File: src/rtl/spi_flash_pkg.sv
// Shared definitions for the SPI flash command sequencer: opcode encodings,
// flash instruction bytes and sequencer state encodings.
package spi_flash_pkg;

    localparam logic [1:0] OP_RDID = 2'b00;
    localparam logic [1:0] OP_RDSR = 2'b01;
    localparam logic [1:0] OP_READ = 2'b10;
    localparam logic [1:0] OP_RSVD = 2'b11;

    localparam logic [7:0] INST_RDID = 8'h9F;
    localparam logic [7:0] INST_RDSR = 8'h05;
    localparam logic [7:0] INST_READ = 8'h03;

    typedef enum logic [2:0] {
        ST_IDLE,
        ST_ERR,
        ST_CS_SETUP,
        ST_SEND_INST,
        ST_SEND_ADDR,
        ST_RECV,
        ST_CS_HOLD,
        ST_CS_IDLE
    } seq_state_e;

    // Instruction byte put on the wire for a (non-reserved) opcode.
    function automatic logic [7:0] inst_for(input logic [1:0] op);
        case (op)
            OP_RDID: return INST_RDID;
            OP_RDSR: return INST_RDSR;
            default: return INST_READ;
        endcase
    endfunction

endpackage

File: src/rtl/spi_bit_engine.sv
// Mode-0 SPI byte engine running at clk/2. A load starts (or seamlessly
// continues) an 8-bit transfer: SPICLK low phase then high phase per bit,
// MISO captured on the rising SPICLK edge, MOSI advanced on the falling one.
// One shift register serves both directions: received bits enter at the LSB
// as transmit bits leave at the MSB.
module spi_bit_engine (
    input  logic       clk,
    input  logic       reset,
    input  logic       load_i,
    input  logic [7:0] tx_byte_i,
    input  logic       rx_en_i,
    input  logic       miso_i,
    output logic       sclk_o,
    output logic       mosi_o,
    output logic       byte_done_o,
    output logic [7:0] rx_byte_o
);

    logic       active_q;
    logic       ph_q;
    logic       miso_q;
    logic [2:0] bit_q;
    logic [7:0] sh_q;
    logic [7:0] rx_q;

    // Bit sequencing: load has priority so the next byte follows the last
    // falling edge of the current one without a gap.
    always_ff @(posedge clk) begin
        if (reset) begin
            active_q <= 1'b0;
            ph_q     <= 1'b0;
            miso_q   <= 1'b0;
            bit_q    <= 3'd0;
            sh_q     <= 8'h00;
            rx_q     <= 8'h00;
        end else if (load_i) begin
            active_q <= 1'b1;
            ph_q     <= 1'b0;
            bit_q    <= 3'd0;
            sh_q     <= tx_byte_i;
        end else if (active_q) begin
            if (!ph_q) begin
                ph_q   <= 1'b1;
                miso_q <= miso_i;
                if (bit_q == 3'd7 && rx_en_i) begin
                    rx_q <= {sh_q[6:0], miso_i};
                end
            end else begin
                ph_q  <= 1'b0;
                sh_q  <= {sh_q[6:0], miso_q};
                bit_q <= bit_q + 3'd1;
                if (bit_q == 3'd7) begin
                    active_q <= 1'b0;
                end
            end
        end
    end

    assign sclk_o      = ph_q;
    assign mosi_o      = active_q & sh_q[7];
    assign byte_done_o = active_q & ph_q & (bit_q == 3'd7);
    assign rx_byte_o   = rx_q;

endmodule

File: src/rtl/spi_flash_sequencer.sv
// Command-level SPI flash controller: accepts RDID / RDSR / READ, frames the
// transfer with chip_select setup/hold/idle gaps, and returns each received
// byte with a one-cycle strobe.
module spi_flash_sequencer
    import spi_flash_pkg::*;
#(
    parameter int unsigned CS_SETUP = 1,
    parameter int unsigned CS_HOLD  = 1,
    parameter int unsigned CS_IDLE  = 4,
    parameter int unsigned LEN_W    = 8
) (
    input  logic             clk,
    input  logic             reset,
    input  logic             cmd_valid,
    output logic             cmd_ready,
    input  logic [1:0]       cmd_op,
    input  logic [23:0]      cmd_addr,
    input  logic [LEN_W-1:0] cmd_len,
    output logic [7:0]       rx_data,
    output logic             rx_valid,
    output logic             done,
    output logic             err,
    output logic             busy,
    input  logic             SPIMISO,
    output logic             SPICLK,
    output logic             SPIMOSI,
    output logic             chip_select
);

    seq_state_e       state_q, state_d;
    logic [3:0]       cnt_q, cnt_d;
    logic [LEN_W-1:0] bcnt_q, bcnt_d;
    logic [1:0]       op_q, op_d;
    logic [23:0]      addr_q, addr_d;
    logic [LEN_W-1:0] len_q, len_d;

    logic             eng_load;
    logic [7:0]       eng_tx;
    logic             byte_done;

    spi_bit_engine u_engine (
        .clk         (clk),
        .reset       (reset),
        .load_i      (eng_load),
        .tx_byte_i   (eng_tx),
        .rx_en_i     (state_q == ST_RECV),
        .miso_i      (SPIMISO),
        .sclk_o      (SPICLK),
        .mosi_o      (SPIMOSI),
        .byte_done_o (byte_done),
        .rx_byte_o   (rx_data)
    );

    // State, timers, byte counter and the captured command.
    always_ff @(posedge clk) begin
        if (reset) begin
            state_q <= ST_IDLE;
            cnt_q   <= 4'd0;
            bcnt_q  <= '0;
            op_q    <= OP_RDID;
            addr_q  <= 24'h0;
            len_q   <= '0;
        end else begin
            state_q <= state_d;
            cnt_q   <= cnt_d;
            bcnt_q  <= bcnt_d;
            op_q    <= op_d;
            addr_q  <= addr_d;
            len_q   <= len_d;
        end
    end

    // Next-state logic; byte loads are issued on the byte_done cycle so the
    // serial clock runs continuously from the instruction to the last byte.
    always_comb begin
        state_d  = state_q;
        cnt_d    = cnt_q;
        bcnt_d   = bcnt_q;
        op_d     = op_q;
        addr_d   = addr_q;
        len_d    = len_q;
        eng_load = 1'b0;
        eng_tx   = 8'h00;
        case (state_q)
            ST_IDLE: begin
                if (cmd_valid) begin
                    op_d   = cmd_op;
                    addr_d = cmd_addr;
                    cnt_d  = 4'd0;
                    bcnt_d = '0;
                    if (cmd_op == OP_READ) begin
                        len_d = cmd_len;
                    end else if (cmd_op == OP_RDID) begin
                        len_d = LEN_W'(3);
                    end else begin
                        len_d = LEN_W'(1);
                    end
                    if (cmd_op == OP_RSVD) begin
                        state_d = ST_ERR;
                    end else begin
                        state_d = ST_CS_SETUP;
                    end
                end
            end
            ST_ERR: begin
                state_d = ST_IDLE;
            end
            ST_CS_SETUP: begin
                if (cnt_q == 4'(CS_SETUP - 1)) begin
                    eng_load = 1'b1;
                    eng_tx   = inst_for(op_q);
                    cnt_d    = 4'd0;
                    state_d  = ST_SEND_INST;
                end else begin
                    cnt_d = cnt_q + 4'd1;
                end
            end
            ST_SEND_INST: begin
                if (byte_done) begin
                    eng_load = 1'b1;
                    if (op_q == OP_READ) begin
                        eng_tx  = addr_q[23:16];
                        cnt_d   = 4'd0;
                        state_d = ST_SEND_ADDR;
                    end else begin
                        bcnt_d  = '0;
                        state_d = ST_RECV;
                    end
                end
            end
            ST_SEND_ADDR: begin
                if (byte_done) begin
                    if (cnt_q == 4'd0) begin
                        eng_load = 1'b1;
                        eng_tx   = addr_q[15:8];
                        cnt_d    = 4'd1;
                    end else if (cnt_q == 4'd1) begin
                        eng_load = 1'b1;
                        eng_tx   = addr_q[7:0];
                        cnt_d    = 4'd2;
                    end else if (len_q != '0) begin
                        eng_load = 1'b1;
                        bcnt_d   = '0;
                        state_d  = ST_RECV;
                    end else begin
                        cnt_d   = 4'd0;
                        state_d = ST_CS_HOLD;
                    end
                end
            end
            ST_RECV: begin
                if (byte_done) begin
                    // Compare against len-1 so a full-scale length never wraps.
                    if (bcnt_q == len_q - LEN_W'(1)) begin
                        cnt_d   = 4'd0;
                        state_d = ST_CS_HOLD;
                    end else begin
                        eng_load = 1'b1;
                        bcnt_d   = bcnt_q + LEN_W'(1);
                    end
                end
            end
            ST_CS_HOLD: begin
                if (cnt_q == 4'(CS_HOLD - 1)) begin
                    cnt_d   = 4'd0;
                    state_d = ST_CS_IDLE;
                end else begin
                    cnt_d = cnt_q + 4'd1;
                end
            end
            ST_CS_IDLE: begin
                if (cnt_q == 4'(CS_IDLE - 1)) begin
                    cnt_d   = 4'd0;
                    state_d = ST_IDLE;
                end else begin
                    cnt_d = cnt_q + 4'd1;
                end
            end
            default: begin
                state_d = ST_IDLE;
            end
        endcase
    end

    assign cmd_ready   = (state_q == ST_IDLE);
    assign busy        = (state_q != ST_IDLE);
    assign err         = (state_q == ST_ERR);
    assign done        = (state_q == ST_CS_IDLE) && (cnt_q == 4'd0);
    assign rx_valid    = byte_done && (state_q == ST_RECV);
    assign chip_select = !((state_q == ST_CS_SETUP) || (state_q == ST_SEND_INST) ||
                           (state_q == ST_SEND_ADDR) || (state_q == ST_RECV) ||
                           (state_q == ST_CS_HOLD));

endmodule

File: config.mk
export PLATFORM = sky130hd
export DESIGN_NAME = spi_flash_sequencer
export DESIGN_NICKNAME = d
export VERILOG_FILES = /design/src/rtl/spi_flash_pkg.sv /design/src/rtl/spi_bit_engine.sv /design/src/rtl/spi_flash_sequencer.sv
export SDC_FILE = /design/constraint.sdc
export NUM_CORES = 1
export LEC_CHECK = 0
export ABC_AREA = 1
export BUFFER_PORTS_ARGS = -buffer_cell sky130_fd_sc_hd__clkbuf_2
export CORE_ASPECT_RATIO = 0.6
export CORE_MARGIN = 4
export CORE_UTILIZATION = 40
export CTS_CLUSTER_DIAMETER = 50
export DETAILED_ROUTE_END_ITERATION = 10
export HOLD_SLACK_MARGIN = 0.12
export PLACE_DENSITY_LB_ADDON = 0.25
export SYNTH_ARGS = -nofsm -noshare
export SYNTH_HDL_FRONTEND = slang
export SYNTH_SLANG_ARGS = --single-unit
File: constraint.sdc
create_clock -name clk -period 4.45 [get_ports clk]
set_clock_uncertainty 0.2 [all_clocks]
set_input_delay 0.445 -clock clk [delete_from_list [all_inputs] [get_ports clk]]
set_output_delay 0.445 -clock clk [all_outputs]
set_load 0.02 [all_outputs]
==> results by group <==
Run status
  • Outcome: completed

GRT
  • Gr ovfl total: 0
  • Vias in the first global route: ~3200
  • GRT Overall Usage: about a fifth
  • Largest net degree at the start of global routing: 46
  • Global-route wire length before repair: about 16 mm
  • Initial antenna violation count: 0

Layout
  • Ant diodes: 0
  • Fin nets: 640
  • Fraction of layout cells with a size suffix above 1: 14.8%
  • Area growth, synth to finish: 16.9%
  • Final Core Density: between 40 and 50%
  • Non-filler instance count after layout: 712
  • Post-route cell area: around 4300 µm²
  • Fillers: 907
  • Highest-count cells in the layout ignoring fill and taps: nand2_1 (117), inv_1 (74), dfxtp_1 (71)
  • Commonest non-fill, non-tap cell in the layout: nand2_1

Pwr
  • Leak Pwr: between 1.5 and 2 nW
  • Worst IR Drop VDD: roughly 0.00029 V
  • P per Cell Area: around 570 nW/µm²
  • Tot Pwr: 2.50 mW

Clock tree
  • Hold buffer count at CTS: 0
  • Clock transition at the registers of the reported paths: 0.05 ns
  • TritonCTS Buffers: 9
  • CTS tree: done
  • Clk Latency, worst-skew pair: 0.33 ns
  • Root buffer cell: clkbuf_16
  • Clock buffer depth: 2
  • Clock sink count: 71
  • Setup Buffers After CTS: 0
  • Post_cts resized: 0
  • H-tree depth: 3

Setup path
  • CP Max Fanout: 11
  • Worst EP required: roughly 3.8 ns
  • CP max stage delay: 0.49 ns
  • Max stage delay cell, worst path: nor2_1
  • Crit end category: primary output
  • Worst path arrival time: slightly below 2 ns
  • Worst-path cell chain: nor2_1 -> inv_1 -> nor2_1 -> inv_1 -> o21ai_0 -> nor3_1 -> clkbuf_2
  • Bufs and invs on worst path: 3
  • CP delay by family, top: simple AND/OR/NAND/NOR gates
  • CP startpoint kind: flop
  • Kind of critical path: reg -> out

Floorplanning
  • Initial Util: 42.3%
  • Row count: 26
  • Die Area: between 10000 and 15000 µm²
  • Die Wd: 132 µm
  • I/O Pins: 54
  • Core area: 8780 µm²
  • Die span in y: between 80 and 90 µm

Logic synthesis
  • Number of enable flip-flop cells after synthesis: 0
  • Number of synthesized register bits: 71
  • Post-Synthesis Cells: 548
  • Mean post-synth cell area: 6.79 µm²
  • Synth cell types: 40
  • Cell Area, Synth: around 3700 µm²
  • Fraction of registers with async set/reset: 0%
  • Syn_nets: just under 600
  • Sequential fraction of the synthesis area: a little under two fifths
  • Yosys Warn Count: 0
  • Post-synth top flop: dfxtp_1

STA
  • Slew @ Worst Pin: 0.637 ns
  • FMAX: ~380 MHz
  • Final setup TNS: 0 ns
  • Tmin final: ~2.6 ns
  • Final hold violations: 0
  • Worst hold slack: approximately 0.17 ns
  • Fin crit share: just under 60%
  • Fin worst setup slack: ~1.8 ns
  • Max Slew Vio Count: 0
  • Unrepaired setup endpoints after global routing: no
  • Final setup viols: 0
  • Worst slew slack as a fraction of its limit: between 50 and 60%

Placement
  • Post-Place Worst Slack: just under 2 ns
  • Placed insts: about 700
  • Post-Place Cell Area: just over 4000 µm²
  • IO buf count: 53
  • Final GP Congestion: roughly 0.95
  • Post-DP HPWL: 7.52 mm

Route
  • Vias: ~3600
  • Via/cell ratio: roughly 5.1
  • Final ANT Viol Nets: 0
  • Routed len/inst: 13.9 µm
  • DRT iter0 DRCs: 346
  • Drt first pass iters: 5
  • Number of remaining DRC errors: 0
  • Drt total wl: around 9.9 mm

Job
  • Max_cap viols: 0

Worst hold path
  • Worst min-delay path category: in -> reg
[layer usage]
metal  vias to the layer above  track usage, %  part of all wire [%]
li1                       1887               -                     -
met1                      1602            28.9                    54
met2                       143            25.4                    36
met3                        12            5.33                   8.4
met4                         0            5.08                  0.88
met5                         -               0                     0
[worst register-to-register path: cells and delay by family (launching register included)]
family / cells / cell delay (ns)
AND/OR/NAND/NOR: 3 / 0.70
buffers and inverters: 3 / 0.50
AO/OA/AOI/OAI: 2 / 0.48
adder cells (fa/ha/maj): 1 / 0.20
flip-flops: 1 / 0.40
[report_power, final]
group	total (mW)	switching, mW	internal (mW)
Sequential	0.867	0.0983	0.769
Clock	0.710	0.261	0.449
Combinational	0.922	0.637	0.285
[cell usage after synthesis (4+ instances only)]
cell	count	area (µm²)
o221ai_1	6	52.6
inv_1	74	278
nand3_1	27	135
nor3_1	9	45.0
nor2_2	4	25.0
xor2_1	4	35.0
nand2_1	117	439
nand4_1	6	37.5
o21ai_0	39	195
nand2_2	4	25.0
a21oi_1	55	275
nor2_1	61	229
clkbuf_1	12	45.0
buf_2	4	20.0
a211oi_1	9	67.6
ha_1	7	87.6
dfxtp_1	71	1420
[cell families after synthesis]
family	synth area share, %
DFF	38.2
buffers and inverters	10.2
AOI/OAI and AO/OA	17.9
adders and majority gates	2.36
and+or+nand+nor	29.6
xor gates and xnor gates	1.65
[sequential cells by signal, indices dropped and copies added, names as in the netlist]
| name | cells |
|---|---|
| addr_q | 24 |
| bcnt_q | 8 |
| len_q | 8 |
| u_engine.rx_byte_o | 8 |
| u_engine.sh_q | 8 |
| cnt_q | 4 |
| state_q | 3 |
| u_engine.bit_q | 3 |
| op_q | 2 |
| u_engine.active_q | 1 |
| u_engine.miso_q | 1 |
| u_engine.sclk_o | 1 |
[layout make-up]
cell class | count | area, µm² | area share (%)
Clock buffer | 13 | 250 | 5.76
Inverter | 79 | 297 | 6.82
Sequential cell | 71 | 1420 | 32.7
Multi-Input combinational cell | 379 | 1920 | 44.1
Clock inverter | 3 | 42.5 | 0.978
Timing Repair Buffer | 55 | 280 | 6.45
Tap cell | 112 | 140 | 3.22
[final timing paths]
kind                                  from                 to  slack, ns  depth (start not counted)
worst max-delay path            state_q[1]        chip_select       1.84                          7
worst min-delay path            cmd_len[5]           len_q[5]       0.17                          3
worst max register to register    cnt_q[0]  u_engine.bit_q[2]       1.89                          9
worst min register to register  addr_q[21]         addr_q[21]       0.26                          2
No activity file was read; power rests on OpenSTA's default activity.
